**src/rtl/uart_pkg.sv**
```systemverilog
// uart_pkg -- shared definitions for the UART transmit path.
//   tx_state_e : transmitter FSM states (IDLE, START, DATA, STOP)
//   calc_div   : bit period in clocks, rounded to nearest: (clk_hz + baud/2) / baud
package uart_pkg;

    typedef enum logic [1:0] {
        IDLE  = 2'd0,
        START = 2'd1,
        DATA  = 2'd2,
        STOP  = 2'd3
    } tx_state_e;

    function automatic int unsigned calc_div(input int unsigned clk_hz,
                                             input int unsigned baud);
        return (clk_hz + baud / 2) / baud;
    endfunction

endpackage

```
**src/rtl/sync_fifo.sv**
```systemverilog
// sync_fifo -- single-clock FIFO, DEPTH entries (power of two, 2..256).
// Ports:
//   clk, rst_n      : clock, asynchronous active-low reset (pointers cleared)
//   push_i, data_i  : write strobe and data; accepted when not full, or when
//                     full and a pop happens in the same cycle
//   pop_i, data_o   : read strobe and head-of-queue data (combinational read)
//   full_o, empty_o : status flags
//   level_o         : occupancy, 0..DEPTH
module sync_fifo #(
    parameter int unsigned DEPTH = 16,
    parameter int unsigned WIDTH = 8
) (
    input  logic                     clk,
    input  logic                     rst_n,
    input  logic                     push_i,
    input  logic [WIDTH-1:0]         data_i,
    input  logic                     pop_i,
    output logic [WIDTH-1:0]         data_o,
    output logic                     full_o,
    output logic                     empty_o,
    output logic [$clog2(DEPTH):0]   level_o
);

    localparam int unsigned AW = $clog2(DEPTH);
    localparam logic [AW:0] PTR_ONE = (AW + 1)'(1);

    if (DEPTH < 2 || DEPTH > 256 || (DEPTH & (DEPTH - 1)) != 0) begin : g_bad_depth
        $error("sync_fifo: DEPTH=%0d must be a power of two in 2..256", DEPTH);
    end

    logic [WIDTH-1:0] mem_q [DEPTH];
    logic [AW:0]      wr_ptr_q, wr_ptr_d;
    logic [AW:0]      rd_ptr_q, rd_ptr_d;
    logic             wr_en, rd_en;

    // Extra pointer MSB distinguishes full from empty when the index bits match.
    assign full_o  = (wr_ptr_q[AW] != rd_ptr_q[AW]) &&
                     (wr_ptr_q[AW-1:0] == rd_ptr_q[AW-1:0]);
    assign empty_o = (wr_ptr_q == rd_ptr_q);
    assign level_o = wr_ptr_q - rd_ptr_q;
    assign data_o  = mem_q[rd_ptr_q[AW-1:0]];

    assign rd_en = pop_i && !empty_o;
    // On full, a same-cycle pop frees the slot the write lands in.
    assign wr_en = push_i && (!full_o || rd_en);

    always_comb begin
        wr_ptr_d = wr_ptr_q;
        rd_ptr_d = rd_ptr_q;
        if (wr_en) wr_ptr_d = wr_ptr_q + PTR_ONE;
        if (rd_en) rd_ptr_d = rd_ptr_q + PTR_ONE;
    end

    always_ff @(posedge clk or negedge rst_n) begin
        if (!rst_n) begin
            wr_ptr_q <= '0;
            rd_ptr_q <= '0;
        end else begin
            wr_ptr_q <= wr_ptr_d;
            rd_ptr_q <= rd_ptr_d;
        end
    end

    always_ff @(posedge clk) begin
        if (wr_en) mem_q[wr_ptr_q[AW-1:0]] <= data_i;
    end

endmodule

```
**src/rtl/uart_tx_fifo.sv**
```systemverilog
// uart_tx_fifo -- 8N1 UART transmitter fed by a write-only byte FIFO.
// Ports:
//   clk       : system clock, rising edge
//   rst_n     : asynchronous active-low reset; aborts any frame in flight
//   uart_req  : write strobe, one byte enqueued per high cycle (no ready)
//   uart_data : byte to enqueue
//   tx        : serial line, idle high, driven straight from a flop
//   busy      : frame in progress or FIFO non-empty
//   overflow  : sticky, set when a write is dropped on a full FIFO
//   level     : FIFO occupancy
module uart_tx_fifo
    import uart_pkg::*;
#(
    parameter int unsigned CLK_HZ = 50000000,
    parameter int unsigned BAUD   = 115200,
    parameter int unsigned DEPTH  = 16
) (
    input  logic                   clk,
    input  logic                   rst_n,
    input  logic                   uart_req,
    input  logic [7:0]             uart_data,
    output logic                   tx,
    output logic                   busy,
    output logic                   overflow,
    output logic [$clog2(DEPTH):0] level
);

    localparam int unsigned DIV      = calc_div(CLK_HZ, BAUD);
    localparam int unsigned CW       = (DIV < 2) ? 1 : $clog2(DIV);
    localparam logic [CW-1:0] DIV_LAST = CW'(DIV - 1);
    localparam logic [CW-1:0] CNT_ONE  = CW'(1);

    if (DIV < 2) begin : g_bad_div
        $error("uart_tx_fifo: bit period DIV=%0d is below 2 clocks", DIV);
    end

    tx_state_e     state_q, state_d;
    logic [CW-1:0] cnt_q, cnt_d;
    logic [2:0]    bit_q, bit_d;
    logic [7:0]    shift_q, shift_d;
    logic          tx_q, tx_d;
    logic          overflow_q, overflow_d;

    logic          fifo_pop, fifo_full, fifo_empty;
    logic [7:0]    fifo_data;
    logic          bit_end;

    sync_fifo #(
        .DEPTH (DEPTH),
        .WIDTH (8)
    ) u_fifo (
        .clk     (clk),
        .rst_n   (rst_n),
        .push_i  (uart_req),
        .data_i  (uart_data),
        .pop_i   (fifo_pop),
        .data_o  (fifo_data),
        .full_o  (fifo_full),
        .empty_o (fifo_empty),
        .level_o (level)
    );

    assign bit_end = (cnt_q == DIV_LAST);

    // tx_d is the line value for the current state; registering it delays the
    // line by one clock, so every symbol is still held exactly DIV cycles.
    always_comb begin
        state_d  = state_q;
        cnt_d    = cnt_q + CNT_ONE;
        bit_d    = bit_q;
        shift_d  = shift_q;
        fifo_pop = 1'b0;
        tx_d     = 1'b1;
        unique case (state_q)
            IDLE: begin
                cnt_d = '0;
                if (!fifo_empty) begin
                    fifo_pop = 1'b1;
                    shift_d  = fifo_data;
                    state_d  = START;
                end
            end
            START: begin
                tx_d = 1'b0;
                if (bit_end) begin
                    cnt_d   = '0;
                    state_d = DATA;
                end
            end
            DATA: begin
                tx_d = shift_q[bit_q];
                if (bit_end) begin
                    cnt_d = '0;
                    bit_d = bit_q + 3'd1;
                    if (bit_q == 3'd7) state_d = STOP;
                end
            end
            STOP: begin
                if (bit_end) begin
                    cnt_d   = '0;
                    state_d = IDLE;
                end
            end
            default: state_d = IDLE;
        endcase
    end

    assign overflow_d = overflow_q | (uart_req & fifo_full & ~fifo_pop);

    always_ff @(posedge clk or negedge rst_n) begin
        if (!rst_n) begin
            state_q    <= IDLE;
            cnt_q      <= '0;
            bit_q      <= '0;
            shift_q    <= '0;
            tx_q       <= 1'b1;
            overflow_q <= 1'b0;
        end else begin
            state_q    <= state_d;
            cnt_q      <= cnt_d;
            bit_q      <= bit_d;
            shift_q    <= shift_d;
            tx_q       <= tx_d;
            overflow_q <= overflow_d;
        end
    end

    assign tx       = tx_q;
    assign overflow = overflow_q;
    assign busy     = (state_q != IDLE) || !fifo_empty;

endmodule

```
**config.mk**
```make
export PLATFORM = sky130hd
export DESIGN_NAME = uart_tx_fifo
export DESIGN_NICKNAME = d
export VERILOG_FILES = /design/src/rtl/uart_pkg.sv /design/src/rtl/sync_fifo.sv /design/src/rtl/uart_tx_fifo.sv
export SDC_FILE = /design/constraint.sdc
export NUM_CORES = 1
export LEC_CHECK = 0
export CORE_ASPECT_RATIO = 0.75
export CORE_MARGIN = 4
export CORE_UTILIZATION = 62
export CTS_CLUSTER_SIZE = 16
export DETAILED_ROUTE_END_ITERATION = 8
export PLACE_DENSITY = 0.92
export SLEW_MARGIN = 20
export SYNTH_ARGS = -nofsm -noshare
export SYNTH_HDL_FRONTEND = slang
export SYNTH_SLANG_ARGS = --single-unit
```
**constraint.sdc**
```tcl
create_clock -name clk -period 6.26 [get_ports clk]
set_input_delay 1.252 -clock clk [delete_from_list [all_inputs] [get_ports clk]]
set_output_delay 1.252 -clock clk [all_outputs]
set_load 0.005 [all_outputs]
```
==> flow_metrics.py <==
metrics = {
    "floorplan": {
        "die_w_um": 129,
        "ios": 19,
        "row_count": 32,
        "initial_core_util_pct": 64.9,
        "core_area_um2": 10500,
        "fp.dieArea_um2": 12700,
        "die_h_um": 98.8,
    },
    "clocking": {
        "cts_buffer_depth": 2,
        "cts_buffers": 17,
        "clk_pin_slew_ns": 0.06,
        "cts-resized-gates": 0,
        "cts_root_buf": "clkbuf_16",
        "worstSkewPairLatency_ns": 0.42,
        "cts_tree": "done",
        "h-tree-depth": 4,
        "cts_sinks": 162,
        "cts_setup_buffers": 0,
        "ctsHoldBuffers": 0,
    },
    "timing": {
        "finalCriticalPeriod_ns": 4.24,
        "slew_viol_final": 0,
        "finClkSkew_ns": 0.00780,
        "slew_headroom_pct": 31.8,
        "fin_crit_sh_pct": 67.8,
        "fin_tns_setup_ns": 0,
        "rsz0062_at_grt": "no",
        "worst_slew_pin_slew_ns": 1.02,
        "setup_viol": 0,
        "max_freq_mhz": 236,
        "hold_viol": 0,
    },
    "critical_path": {
        "cp-end-kind": "output port",
        "critPathArrivalTime_ns": 2.99,
        "max_stage_delay_ns": 1.01,
        "cp_cell_sequence": "inv_1, ha_1, a21o_1, a21oi_1, xnor2_1, clkdlybuf4s50_1",
        "crit_type": "reg -> out",
        "start_kind": "flip-flop",
        "required_ns": 5.01,
        "critical_path.top_delay_family": "flip-flops",
        "critical_path.max_fanout": 24,
        "path_buf_inv": 2,
        "slowest_stage": "dfrtp_1",
    },
    "finish": {
        "nNetsFinal": 463,
        "stdcell_count": 582,
        "syn_to_final_growth_pct": 12.1,
        "mostFrequentLayoutCell": "edfxtp_1",
        "drive_gt1_share_pct": 14.1,
        "diodes": 0,
        "final_cell_mix": "edfxtp_1, mux2i_1, nor2_1, dfrtp_1",
        "n_fill_cell": 603,
    },
    "global_routing": {
        "grt_overflow": 0,
        "grt_pass1_vias": 3710,
        "antenna_found_initial": 0,
        "grt_max_degree": 51,
        "grt.total_usage_pct": 22.5,
        "grt_pass1_wl_um": 20800,
    },
    "logic_synthesis": {
        "ys_seq_area_share_pct": 68.9,
        "synth_cell_types": 43,
        "synth_area_per_cell_um2": 16.7,
        "synth_edf_count": 128,
        "yosysTopAreaCellShare_pct": 56.4,
        "synth_nets": 439,
        "yosys.area.top_type": "edfxtp_1",
        "synthTopCellsByArea": "edfxtp_1, dfrtp_1, mux4_2",
        "yosys_warnings": 0,
        "syn_inst": 409,
        "ys_ff_latch": 162,
        "synth-async-reset-ratio_pct": 21.0,
        "syn-cell-area_um2": 6810,
        "synthFlopType": "edfxtp_1",
    },
    "power_and_ir_drop": {
        "p_int_w": 0.00202,
        "combPwrFrac_pct": 13.3,
        "peakVddDrop_uv": 239,
        "netSwitchingFraction_pct": 24.9,
        "seqPwrFrac_pct": 49.0,
        "p_sw_w": 0.000669,
        "p_clk_share_pct": 37.7,
        "power.leakage_nw": 2.59,
        "p_per_area_nw_per_um2": 352,
    },
    "drt": {
        "drt_wl_total_um": 13300,
        "drc": 0,
        "post_drt_wl_per_cell_um": 22.8,
        "first_pass_iters": 6,
        "ant_nets": 0,
        "drt_iter0_drc": 418,
        "num_vias": 3632,
        "vias_per_cell": 6.24,
    },
    "worst_hold_path": {
        "hp-class": "reg -> reg",
    },
    "placed_design": {
        "portBuffers": 18,
        "place.gp.congestion": 0.905,
        "hpwl_um": 8400,
        "post-place-cells": 550,
    },
    "run_status": {
        "outcome": "finished clean",
    },
    "flow_run": {
        "maxCapViolCount": 0,
    },
}
-- worst reg2reg max path, cell delays in order, from the launching register on --
cell     delay, ns
dfrtp_1       1.01
inv_1         0.13
ha_1          0.41
nand4_1       0.20
o31ai_2       0.11
nor3b_1       0.38
and2_1        0.53
-- sequential cells by signal, indices dropped and copies added (netlist names) --
| name | flops |
|---|---|
| u_fifo.mem_q | 128 |
| cnt_q | 9 |
| shift_q | 8 |
| u_fifo.rd_ptr_q | 5 |
| u_fifo.wr_ptr_q | 5 |
| bit_q | 3 |
| state_q | 2 |
| overflow | 1 |
| tx | 1 |
-- final timing paths --
path | from | endpoint | slack (ns) | depth (start not counted)
worst min-delay path | overflow$_DFF_PN0_ | overflow$_DFF_PN0_ | 0.47 | 1
worst max register to register | u_fifo.rd_ptr_q[2]$_DFFE_PN0P_ | u_fifo.mem_q[7][2]$_DFFE_PP_ | 3.12 | 6
worst max-delay path | u_fifo.rd_ptr_q[2]$_DFFE_PN0P_ | level[4] | 2.02 | 6
max in group asynchronous | rst_n | u_fifo.rd_ptr_q[1]$_DFFE_PN0P_ | 4.69 | 2
worst min register to register | overflow$_DFF_PN0_ | overflow$_DFF_PN0_ | 0.47 | 1
min in group asynchronous | rst_n | cnt_q[1]$_DFF_PN0_ | 1.24 | 2
-- cell type report --
class,count,area (um^2),area share [%]
Sequential cell,162,4700,61.5
Multi-Input combinational cell,219,1940,25.4
Clock buffer,17,425,5.57
Timing Repair Buffer,20,195,2.56
Tap cell,136,170,2.23
Clock inverter,15,159,2.08
Inverter,13,48.8,0.639
-- layer usage --
metal / track usage [%] / wire, um
met5: 0 / 0
met1: 31.4 / 5510
met3: 5.42 / 1060
met4: 8.15 / 273
met2: 35.1 / 6430
-- power by group through the flow --
stage	Clock (W)	Combinational, W	Sequential [W]
2_1_floorplan	0	0.000196	0.00132
3_3_place_gp	0	0.000337	0.00133
3_5_place_dp	0	0.000354	0.00134
4_1_cts	0.00102	0.000360	0.00132
5_1_grt	0.00107	0.000388	0.00133
6_report	0.00101	0.000357	0.00132
-- per-stage QoR --
step	utilization [%]	instance area (um^2)	setup slack (ns)	total power (W)	hold WS [ns]
after floorplan	-	6810	3.16	0.00152	0.451
after global routing	72.8	7640	1.87	0.00278	0.484
after detailed placement	67.2	7050	2.46	0.00169	0.449
after global placement	67.2	7050	2.56	0.00167	0.437
final	72.8	7640	2.02	0.00269	0.473
after CTS	72.8	7640	1.98	0.00270	0.475
-- cells by family (layout without fill, tap and decap cells) --
kind of cell             Yosys count  in the layout  share of synthesized area, %
multiplexers                      55             55                          11.5
AND/OR/NAND/NOR                   80             80                          6.17
AO/OA/AOI/OAI                     45             45                          4.57
adder cells (fa/ha/maj)           19             19                          3.60
XOR/XNOR                          20             20                          2.68
flip-flops                       162            162                          68.9
buffers and inverters             28             65                          2.55
-- cell usage after synthesis, types with 2 or more instances --
master and number:
a21oi_1 2, mux2i_1 34, nor3_1 3, a22oi_1 8, nand2_1 6, a21o_1 3
edfxtp_1 128, inv_1 13, nand3_1 6, nand3b_1 2, o21ai_0 3, xor2_1 4
buf_6 5, xnor2_1 15, and3_4 2, nand4_1 5, o22ai_1 16, nor3b_1 2
dfrtp_1 33, and4_1 2, mux2_2 2, ha_1 18, buf_4 2, a31oi_1 8
nor2_1 32, and2_1 16, buf_2 6, mux4_2 18
No activity file was read; power rests on OpenSTA's default activity.
==> edit (config.mk and constraints unchanged) <==
Encoding of `tx_state_e`: now one-hot (4 bits for 4 states).
--- a/src/rtl/uart_pkg.sv
+++ b/src/rtl/uart_pkg.sv
@@ -3,11 +3,11 @@
 //   calc_div   : bit period in clocks, rounded to nearest: (clk_hz + baud/2) / baud
 package uart_pkg;
 
-    typedef enum logic [1:0] {
-        IDLE  = 2'd0,
-        START = 2'd1,
-        DATA  = 2'd2,
-        STOP  = 2'd3
+    typedef enum logic [3:0] {
+        IDLE  = 4'b0001,
+        START = 4'b0010,
+        DATA  = 4'b0100,
+        STOP  = 4'b1000
     } tx_state_e;
 
     function automatic int unsigned calc_div(input int unsigned clk_hz,
Formal check against the unedited RTL: no difference found for any inputs over 10 cycles, from zero or initial values and one cycle with rst_n low; not proved beyond that.
==> edit against the original RTL <==
  * Critical path type unchanged
  * Cell count grew 3.8%
  * Highest routed layer unchanged
  * Synthesized area rose by 0.50%
  * First-iteration DRC count grew 14%
  * Setup slack better by 0.023 ns
  * Routed wire length is 8.3% higher
  * Sequential cell count up 2
  * Die area is 0.46% higher
  * Cell area increased by 1.0%
  * Fmax is 0.54% higher
  * Non-clock buffer count down 1
Power is not compared: it rests on default switching activity, and its combinational part moved more than twofold at a synthesized area within 25%.
==> edit: results (changes against the original RTL) <==
outcome finished clean; fraction of area in registers 0.615 (about the same); Seq/Total Area, Yosys 0.693 (+0.00409); #FFs+latches synth 164 (+1.2%); mux share of post-synthesis cell area 0.109 (-0.00587); met2 WL 6940 µm (+8.0%); initial antenna violation count 0 (unchanged); clock-cell share of area 0.0770 (+0.000503); TritonRoute pass-1 iters 5 (-1); R2R depth 6 (unchanged); first-pass GRT wire length 22800 µm (+9.6%); XOR/XNOR Fraction of Synth Area 0.0269 (+0.0000504); top-area cell type share of the netlist area 0.561 (-0.00278); routing usage on met3 0.0959 (+0.0417); layout cells sized above 1 0.122 (-0.0195); top post-synthesis cells by area edfxtp_1 56%, dfrtp_1 12%, mux2i_1 7.0%; largest net degree at the start of global routing 60 (+18%); fill count 596 (-1.2%); final wirelength 14400 µm (+8.3%); CP peak stage delay 0.81 ns (-0.20 ns); Post-Route Skew 0.0118 ns (+0.00402 ns); Post-Syn Nets 461 (+5.0%); Global Route met2 Usage 0.372 (+0.0215); vias in the first global route 3995 (+7.7%); Post-Layout Cell Count 604 (+3.8%); Worst-Margin Slew 1.04 ns (+0.0200 ns); Synth top cells by count 128 x edfxtp_1, 48 x mux2i_1, 38 x nor2_1; WL met3 1300 µm (+22%); Post-Synth Adder-Cell Area 0.0267 (-0.00932); Buffers excl. clock 19 (-5.0%); Synth Area in Compound Gates 0.0590 (+0.0133); signal buffers share of area 0.0237 (-0.00189); R2R Path Start u_fifo.rd_ptr_q[1]; crit path max fanout 17 (-29%); comb_multi_in 242 (+11%); async set-reset flop share out of synthesis 0.220 (+0.00964); DPL Wire Length 8870 µm (+5.7%); Critical Path AT 2.97 ns (-0.02 ns); footprint of the multi-input gates 1980 µm² (+1.9%); via count 3876 (+6.7%); metal1 wirelength 5810 µm (+5.4%); inverter count 11 (-2); GR Util All Layers 0.245 (+0.0206)
[edit: cell count changes after synthesis, moves of 8 or more]
cell      delta
and2_1      -16
mux2i_1     +14
o21ai_0      +9
a221oi_1     +8
a22oi_1      -8
mux4_2       -8
[edit: per-stage QoR]
stage               power (W)  utilization  worst slack, ns  hold WS (ns)  cell area (µm²)
floorplan             0.00226            -             3.21         0.460             6850
global placement      0.00256        0.675             2.60         0.462             7110
detailed placement    0.00263        0.675             2.49         0.478             7110
CTS                   0.00368        0.732             2.01         0.507             7700
global route          0.00387        0.733             1.91         0.546             7720
finish                0.00369        0.733             2.04         0.512             7720
[edit: power groups by stage]
stage / Combinational, W / Sequential (W) / Clock [W]
floorplan: 0.000822 / 0.00143 / 0
CTS: 0.00113 / 0.00150 / 0.00105
global placement: 0.00106 / 0.00150 / 0
detailed placement: 0.00111 / 0.00152 / 0
global route: 0.00124 / 0.00153 / 0.00111
finish: 0.00114 / 0.00151 / 0.00104
